==> config.mk <==
export PLATFORM = sky130hd
export DESIGN_NAME = pwm_capture_flat
export DESIGN_NICKNAME = d
export VERILOG_FILES = /design/src/rtl/pwm_capture_if.sv /design/src/rtl/pwm_capture.sv /design/src/flat_wrapper.sv
export SDC_FILE = /design/constraint.sdc
export NUM_CORES = 1
export LEC_CHECK = 0
export CORE_ASPECT_RATIO = 0.7
export CORE_MARGIN = 2
export CORE_UTILIZATION = 45
export DETAILED_ROUTE_END_ITERATION = 10
export DONT_BUFFER_PORTS = 1
export GPL_TIMING_DRIVEN = 0
export PLACE_DENSITY = 0.64
export SYNTH_ARGS = -nofsm -noshare
export SYNTH_HDL_FRONTEND = slang
export SYNTH_SLANG_ARGS = --single-unit
==> constraint.sdc <==
create_clock -name clk -period 4.28 [get_ports clk]
set_input_delay 0.856 -clock clk [delete_from_list [all_inputs] [get_ports clk]]
set_output_delay 0.856 -clock clk [all_outputs]
set_load 0.02 [all_outputs]
==> src/rtl/pwm_capture_if.sv <==
// rtl/pwm_capture_if.sv - result handshake interface for the PWM capture block
interface pwm_capture_if #(
    parameter int CNT_WIDTH = 32
) ();
    logic                 valid;
    logic                 ready;
    logic [CNT_WIDTH-1:0] high;
    logic [CNT_WIDTH-1:0] period;

    modport master (output valid, output high, output period, input ready);
    modport slave  (input valid, input high, input period, output ready);
endinterface

==> src/rtl/pwm_capture.sv <==
// rtl/pwm_capture.sv - measures active time and period of an external PWM on prescaled ticks
module pwm_capture #(
    parameter int CNT_WIDTH   = 32,
    parameter int SYNC_STAGES = 2
) (
    input  logic                 clk,
    input  logic                 rst_n,
    input  logic                 en,
    input  logic                 pol,
    input  logic [CNT_WIDTH-1:0] pscr,
    input  logic [CNT_WIDTH-1:0] timeout,
    input  logic                 clr,
    input  logic                 pwm,
    pwm_capture_if.master        res,
    output logic                 busy,
    output logic                 ovr,
    output logic                 tmo
);
    typedef enum logic [1:0] {IDLE, ARM, HIGH, LOW} state_t;

    localparam logic [CNT_WIDTH-1:0] ONE = {{(CNT_WIDTH-1){1'b0}}, 1'b1};

    state_t               state, state_nxt;
    logic [SYNC_STAGES-1:0] sync;
    logic                 lvl, lvl_d, rise, fall;
    logic [CNT_WIDTH-1:0] pre, div, ph, per, high_tmp, ph_cap, per_cap;
    logic                 tick, tmo_hit;
    logic                 clr_cnt, clr_ph, ld_high, new_res, tmo_set, drop;

    function automatic logic [CNT_WIDTH-1:0] sat_add(input logic [CNT_WIDTH-1:0] a, input logic b);
        return (a == '1) ? a : a + {{(CNT_WIDTH-1){1'b0}}, b};
    endfunction

    // Polarity is folded in before the delay flop so both edges see the same latency
    assign lvl  = sync[SYNC_STAGES-1] ^ pol;
    assign rise = lvl & ~lvl_d;
    assign fall = ~lvl & lvl_d;

    always_ff @(posedge clk or negedge rst_n) begin
        if (!rst_n) begin
            sync  <= '0;
            lvl_d <= 1'b0;
        end else begin
            sync  <= {sync[SYNC_STAGES-2:0], pwm};
            lvl_d <= lvl;
        end
    end

    assign div  = (pscr == '0) ? ONE : pscr;
    assign tick = en && (pre == div - ONE);

    always_ff @(posedge clk or negedge rst_n) begin
        if (!rst_n)              pre <= '0;
        else if (!en || tick)    pre <= '0;
        else                     pre <= pre + ONE;
    end

    assign ph_cap  = sat_add(ph, tick);
    assign per_cap = sat_add(per, tick);
    assign tmo_hit = (timeout != '0) && tick &&
                     (({1'b0, per} + {{CNT_WIDTH{1'b0}}, 1'b1}) >= {1'b0, timeout});

    always_ff @(posedge clk or negedge rst_n) begin
        if (!rst_n) state <= IDLE;
        else        state <= state_nxt;
    end

    always_comb begin
        state_nxt = state;
        clr_cnt   = 1'b0;
        clr_ph    = 1'b0;
        ld_high   = 1'b0;
        new_res   = 1'b0;
        tmo_set   = 1'b0;
        if (!en) begin
            state_nxt = IDLE;
            clr_cnt   = 1'b1;
        end else begin
            case (state)
                IDLE: begin
                    state_nxt = ARM;
                    clr_cnt   = 1'b1;
                end
                ARM: begin
                    clr_cnt = 1'b1;
                    if (rise) state_nxt = HIGH;
                end
                HIGH: begin
                    if (tmo_hit) begin
                        tmo_set   = 1'b1;
                        clr_cnt   = 1'b1;
                        state_nxt = ARM;
                    end else if (fall) begin
                        ld_high   = 1'b1;
                        clr_ph    = 1'b1;
                        state_nxt = LOW;
                    end
                end
                LOW: begin
                    if (tmo_hit) begin
                        tmo_set   = 1'b1;
                        clr_cnt   = 1'b1;
                        state_nxt = ARM;
                    end else if (rise) begin
                        new_res   = 1'b1;
                        clr_cnt   = 1'b1;
                        state_nxt = HIGH;
                    end
                end
                default: state_nxt = IDLE;
            endcase
        end
    end

    always_ff @(posedge clk or negedge rst_n) begin
        if (!rst_n) begin
            ph       <= '0;
            per      <= '0;
            high_tmp <= '0;
        end else begin
            if (clr_cnt) begin
                ph  <= '0;
                per <= '0;
            end else begin
                ph  <= clr_ph ? '0 : ph_cap;
                per <= per_cap;
            end
            if (ld_high) high_tmp <= ph_cap;
        end
    end

    // A held, unaccepted result is never overwritten; the newcomer is dropped instead
    assign drop = new_res && res.valid && !res.ready;

    always_ff @(posedge clk or negedge rst_n) begin
        if (!rst_n) begin
            res.valid  <= 1'b0;
            res.high   <= '0;
            res.period <= '0;
        end else if (!en) begin
            res.valid <= 1'b0;
        end else if (new_res && !drop) begin
            res.valid  <= 1'b1;
            res.high   <= high_tmp;
            res.period <= per_cap;
        end else if (res.valid && res.ready) begin
            res.valid <= 1'b0;
        end
    end

    always_ff @(posedge clk or negedge rst_n) begin
        if (!rst_n) begin
            ovr <= 1'b0;
            tmo <= 1'b0;
        end else begin
            if (drop)         ovr <= 1'b1;
            else if (clr)     ovr <= 1'b0;
            if (tmo_set)      tmo <= 1'b1;
            else if (clr)     tmo <= 1'b0;
        end
    end

    assign busy = (state == HIGH) || (state == LOW);
endmodule
==> src/flat_wrapper.sv <==
// flat-port wrapper written by rule: the top's interface ports become plain ports
module pwm_capture_flat 
#(
    parameter int CNT_WIDTH   = 32,
    parameter int SYNC_STAGES = 2
)
  (clk, rst_n, en, pol, pscr, timeout, clr, pwm, busy, ovr, tmo, res_valid, res_high, res_period, res_ready);
  pwm_capture_if #(.CNT_WIDTH(CNT_WIDTH)) res_i ();
  input  logic clk;
  input  logic rst_n;
  input  logic en;
  input  logic pol;
  input  logic [CNT_WIDTH-1:0] pscr;
  input  logic [CNT_WIDTH-1:0] timeout;
  input  logic clr;
  input  logic pwm;
  output logic busy;
  output logic ovr;
  output logic tmo;
  output wire logic [$bits(res_i.valid)-1:0] res_valid;
  output wire logic [$bits(res_i.high)-1:0] res_high;
  output wire logic [$bits(res_i.period)-1:0] res_period;
  input wire logic [$bits(res_i.ready)-1:0] res_ready;
  assign res_valid = res_i.valid;
  assign res_high = res_i.high;
  assign res_period = res_i.period;
  assign res_i.ready = res_ready;
  pwm_capture #(.CNT_WIDTH(CNT_WIDTH), .SYNC_STAGES(SYNC_STAGES)) u_core (.clk(clk), .rst_n(rst_n), .en(en), .pol(pol), .pscr(pscr), .timeout(timeout), .clr(clr), .pwm(pwm), .res(res_i), .busy(busy), .ovr(ovr), .tmo(tmo));
endmodule
# After elaboration in Yosys (flattened, before gate mapping)
# Cells that the tools add are included.
# Widths: inputs -> output; s select.
# word_totals
regBits	200
out_inout_bits	68
elab_cells	84
# classes
n_addsub	5
n_lt_le_gt_ge	1
n_eq_ne	8
mux	33
n_bitwise	5
reduce_logical	20
# op_table
cell	count
$mux 32	7
$add 32x1->32	2
$eq 32x32->1 const B	2
$add 32x1->33 const B	1
$ge 33x32->1	1
$add 32x1->32 const B	1
$eq 32x32->1	1
$logic_not 32->1	1
$reduce_bool 32->1	1
$sub 32x1->32 const B	1
$mux 1	19
$mux 2	5
$pmux 2 s4	1
$logic_and 1x1->1	7
$eq 2x2->1 const B	2
$ne 4x2->1 const B	1
$reduce_bool 2->1	2
$reduce_or 2->1	2
$logic_not 1->1	3
$ne 3x1->1 const B	1
$pmux 1 s3	1
$and 1x1->1	2
$eq 2x1->1 const B	1
$logic_not 2->1	1
other kinds (4)	6

# Logic depth before layout (Yosys ltp)
# logic_depth
ltp_word	16
ltp_mapped	25

# Worst setup path after synthesis
# Ideal clock, no wire load.
# synth_timing
kind	input to register
startpoint	in pscr[25]
endpoint	reg u_core.res.period[25]
setup_time_ns	0.131
arrival_time_ns	5.271
t_required_ns	4.149
path_slack_ns	-1.122
path_stages	23
path_cell_list	nor4_1 > nand4_1 > nor3_1 > buf_2 > nor2_1 > ha_1 > nor4b_1 > nand2_1 > nor3_1 > nor3_1 > a31oi_1 > a211o_1 > nor4_1 > nand3_1 > nor3_1 > ha_1 > and4_1 > clkbuf_1 > nand4_1 > nor4_1 > nor2b_1 > xnor2_1 > mux2i_1
# synth_via
elab_chain_len	15
word_cells_on_any_way	17
classes_between	add/sub: 2; eq/ne: 1; mux: 5; reduce/logical: 9
# synth_lines
element	line	source
start, declared	flat_wrapper.sv:13	input logic [CNT_WIDTH-1:0] pscr;
$logic_not 32->1	pwm_capture.sv:49	assign div = (pscr == '0) ? ONE : pscr;
$mux 32 *	pwm_capture.sv:49	
$sub 32x1->32 *	pwm_capture.sv:50	assign tick = en && (pre == div - ONE);
$eq 32x32->1 *	pwm_capture.sv:50	
$logic_and 1x1->1 *	pwm_capture.sv:50	
branches (longest 10 deep; another with $add 32x1->32)	--	
end signal, assigned	pwm_capture.sv:145	res.period <= per_cap;
end, declared	pwm_capture_if.sv:10	modport master (output valid, output high, output period, input ready);
# Every way passes the cells marked *.
# A chain may end at the register's enable or synchronous reset.

# Worst setup path in the final report
# layout_timing
startpoint	in pscr[9]
endpoint	reg u_core.res.period[26]
# The elaborated chain is that of the path after synthesis.

==> flow_summary.yaml <==
floorplan:
  ioPinCount: 139
  dieArea_mm2: 0.02671
  die_y_um: 137.3
  die_w_um: 194.5
  start_util_pct: 46.08
  num_rows: 48
  core_area_mm2: 0.02480
final_layout:
  nets: 1364
  nFillCells: 2168
  final_cells: 1591
  area_delta_synth_final_pct: 19.26
  antenna_cells: 0
  drive_above_1_share_pct: 20.06
timing:
  rsz0062_at_grt: "yes"
  period_minus_slack_ns: 5.043
  drv_slew: 0
  max_freq_mhz: 198.3
  final.setup.tns_ns: -58.98
  setup_ws_ns: -0.7635
  setup_viol: 159
  holdWs_ns: 0.1103
  relSlewSlack_pct: 50.24
  finClkSkew_ns: 0.009186
  finalCritPeriodShare_pct: 117.8
  tightestPinTransition_ns: 0.7407
  final-hold-violation-count: 0
clock_tree:
  cts_buffers: 17
  insertion_delay_ns: 0.44
  cts_tree: "built"
  cts_max_level: 4
  root_buffer: "clkbuf_16"
  postCtsHoldBufs: 0
  clock_path_buffers: 2
  path_clk_slew_ns: 0.07
  cts.sinks: 200
logic_synthesis:
  synth_top_family_by_area: "simple AND/OR/NAND/NOR gates"
  synth_common_cells: "dfrtp_1 (200), nor2_1 (173), inv_1 (109)"
  synthFlopType: "dfrtp_1"
  ys_warn_count: 0
  syn_inst: 1187
  synth_area_leaders: "dfrtp_1 (44%), xor2_1 (6.4%), mux2i_1 (6.2%)"
  synth-edff-count: 0
  synth-xor-area-share_pct: 12.18
  synth.most_common_cell: "dfrtp_1"
  synth_fp_nets: 1297
  synthArstFlopShare_pct: 100.0
  syn_area_mm2: 0.01143
  yosysSeqAreaShare_pct: 43.79
  ys_ff_latch: 200
  synth_mux_area_share_pct: 10.29
  synth_fa_ha_area_share_pct: 4.269
  yosysUniqueCellTypes: 59
  yosys.area.top_type: "dfrtp_1"
  synth-simple-area-share_pct: 20.33
  syn_avg_cell_area_um2: 9.629
  synth_compound_area_share_pct: 3.820
  synth_top_area_share_pct: 43.79
critical_path:
  crit_type: "in -> reg"
  crit_top_cell: "nand4_1"
  cp-start-kind: "input pin"
  required_ns: 4.60
  cp_slowest_cell: "or3_4"
  max_stage_delay_ns: 0.40
  path_max_fanout: 5
  arrival_ns: 5.36
  crit_path_end_kind: "flop"
power_and_ir_drop:
  ir_drop_mv: 0.3036
  power_mw: 4.667
  p_sw_mw: 1.415
  p_int_mw: 3.252
  power_frac_seq_pct: 55.6
  p_comb_share_pct: 9.6
  p_sw_share_pct: 30.32
  pwr-share-clk_pct: 34.8
  p_leak_nw: 5.924
  p_per_area_mw_per_mm2: 342.4
hold_path:
  min_path_type: "in -> async"
placed_design:
  hpwl_um: 20640
  post-place-ws_ns: -2.079
  port_buffers: 0
  place_congestion: 0.9020
  place_inst: 1512
run_status:
  outcome: "finished with violations"
  violations: "negative setup slack"
route:
  wl_um: 29140
  post_drt_via_cell_ratio: 5.424
  first_pass_iters: 5
  avgRoutedWirePerCell_um: 18.32
  drcViolationCount: 0
  antenna_left: 0
  drt_iter0_markers: 518
  vias: 8630
global_route:
  grt_start_max_net_pins: 201
  gr-total-overflow: 0
  grt_util_all_layers_pct: 22.23
  antenna_found_initial: 0
  grt_pass1_wl_um: 46130
  first_global_vias: 8391
flow_run:
  cap_violations: 0
[power groups by stage]
| stage | combinational, mW | sequential, mW | clock, mW |
|---|---|---|---|
| 2_1_floorplan | 0.368 | 2.55 | 0 |
| 3_3_place_gp | 0.417 | 2.64 | 0 |
| 3_5_place_dp | 0.430 | 2.64 | 0 |
| 4_1_cts | 0.446 | 2.60 | 1.67 |
| 5_1_grt | 0.510 | 2.64 | 1.75 |
| 6_report | 0.447 | 2.60 | 1.62 |
[final cells by class]
type / instances / area (µm²) / area share (%)
clock inverters: 12 / 130.1 / 0.9547
multi-input cells: 839 / 6551 / 48.06
plain buffers: 38 / 292.8 / 2.148
flip-flops and latches: 200 / 5007 / 36.74
clock buffers: 19 / 442.9 / 3.249
repair buffers: 49 / 390.4 / 2.864
inverters: 109 / 409.1 / 3.002
well taps: 325 / 406.6 / 2.983
[kinds of logic (layout without fill, tap and decap cells)]
group	Yosys count	in the layout
AO/OA/AOI/OAI	69	69
XOR/XNOR	159	159
adder cells (fa/ha/maj)	39	39
buffers and inverters	148	227
flip-flops	200	200
multiplexers	103	103
AND/OR/NAND/NOR	469	469
[layout by cell type (no fill, tap or decap), drive strengths merged, types with 2 or more instances in the layout]
cell	netlist	routed
or3	8	8
xor2	83	83
nand4	36	36
nor3	22	22
mux2	32	32
clkinvlp	0	3
ha	39	39
o21ai	20	20
o211ai	7	7
nand2b	12	12
inv	109	116
nor2b	3	3
nor4b	3	3
clkbuf	22	37
mux2i	71	71
nor2	173	173
and3	25	25
a31oi	3	3
or2	4	4
o311a	2	2
a221oi	2	2
and4	9	9
buf	17	69
nand3b	5	5
a21o	2	2
nand2	72	72
nand3	54	54
nor4	25	25
nand4b	2	2
o31ai	2	2
and2	7	7
a21oi	18	18
a211o	3	3
nor3b	2	2
or4	4	4
dfrtp	200	200
xnor2	76	76
[path summary, 6_finish.rpt]
path | start | to | slack (ns) | cells after the start
min in group clk | u_core.sync[0] | u_core.sync[1] | 0.40 | 0
max in group asynchronous | rst_n | u_core.per[0] | 3.89 | 0
worst min-delay path | rst_n | u_core.res.high[24] | 0.11 | 0
worst max register to register | u_core.per[1] | u_core.res.high[26] | -0.45 | 20
worst max-delay path | pscr[9] | u_core.res.period[26] | -0.76 | 25
worst min register to register | u_core.sync[0] | u_core.sync[1] | 0.40 | 0
[through the flow]
stage	util [%]	instance area, µm²
after floorplan	-	11620
after global placement	48.48	12020
after detailed placement	48.48	12020
after CTS	53.21	13200
after global routing	54.95	13630
final	54.95	13630
[what timing repair did]
action | CTS | global route
setup endpoints to repair | 192 | 195
gates resized for setup | 83 | 68
buffers inserted | 31 | 19
pin swaps | 28 | 31
[worst max-delay path: cells and delay by family]
family          cells  cell delay [ns]
simple gates       13             2.61
buf+inv             4             0.54
fa+ha+maj           3             0.51
compound gates      2             0.33
mux                 2             0.30
xor+xnor            1             0.19
[per-layer routing]
| metal | vias to the layer above | share of wire [%] | GRT usage (%) |
|---|---|---|---|
| li1 | 4118 | - | - |
| met1 | 4260 | 51 | 34.70 |
| met2 | 227 | 42 | 30.88 |
| met3 | 25 | 6.4 | 4.749 |
| met4 | 0 | 1.4 | 5.470 |
| met5 | - | 0 | 0 |
[flip-flops by register name (all words and copies together) (netlist names)]
register and count:
u_core.per 32, u_core.high_tmp 32, u_core.ph 32, u_core.res.high 32, u_core.lvl_d 1, u_core.state 2, u_core.res.period 32, u_core.tmo 1
u_core.res.valid 1, u_core.pre 32, u_core.ovr 1, u_core.sync 2
Note: power is estimated with default switching activity, not from simulation.
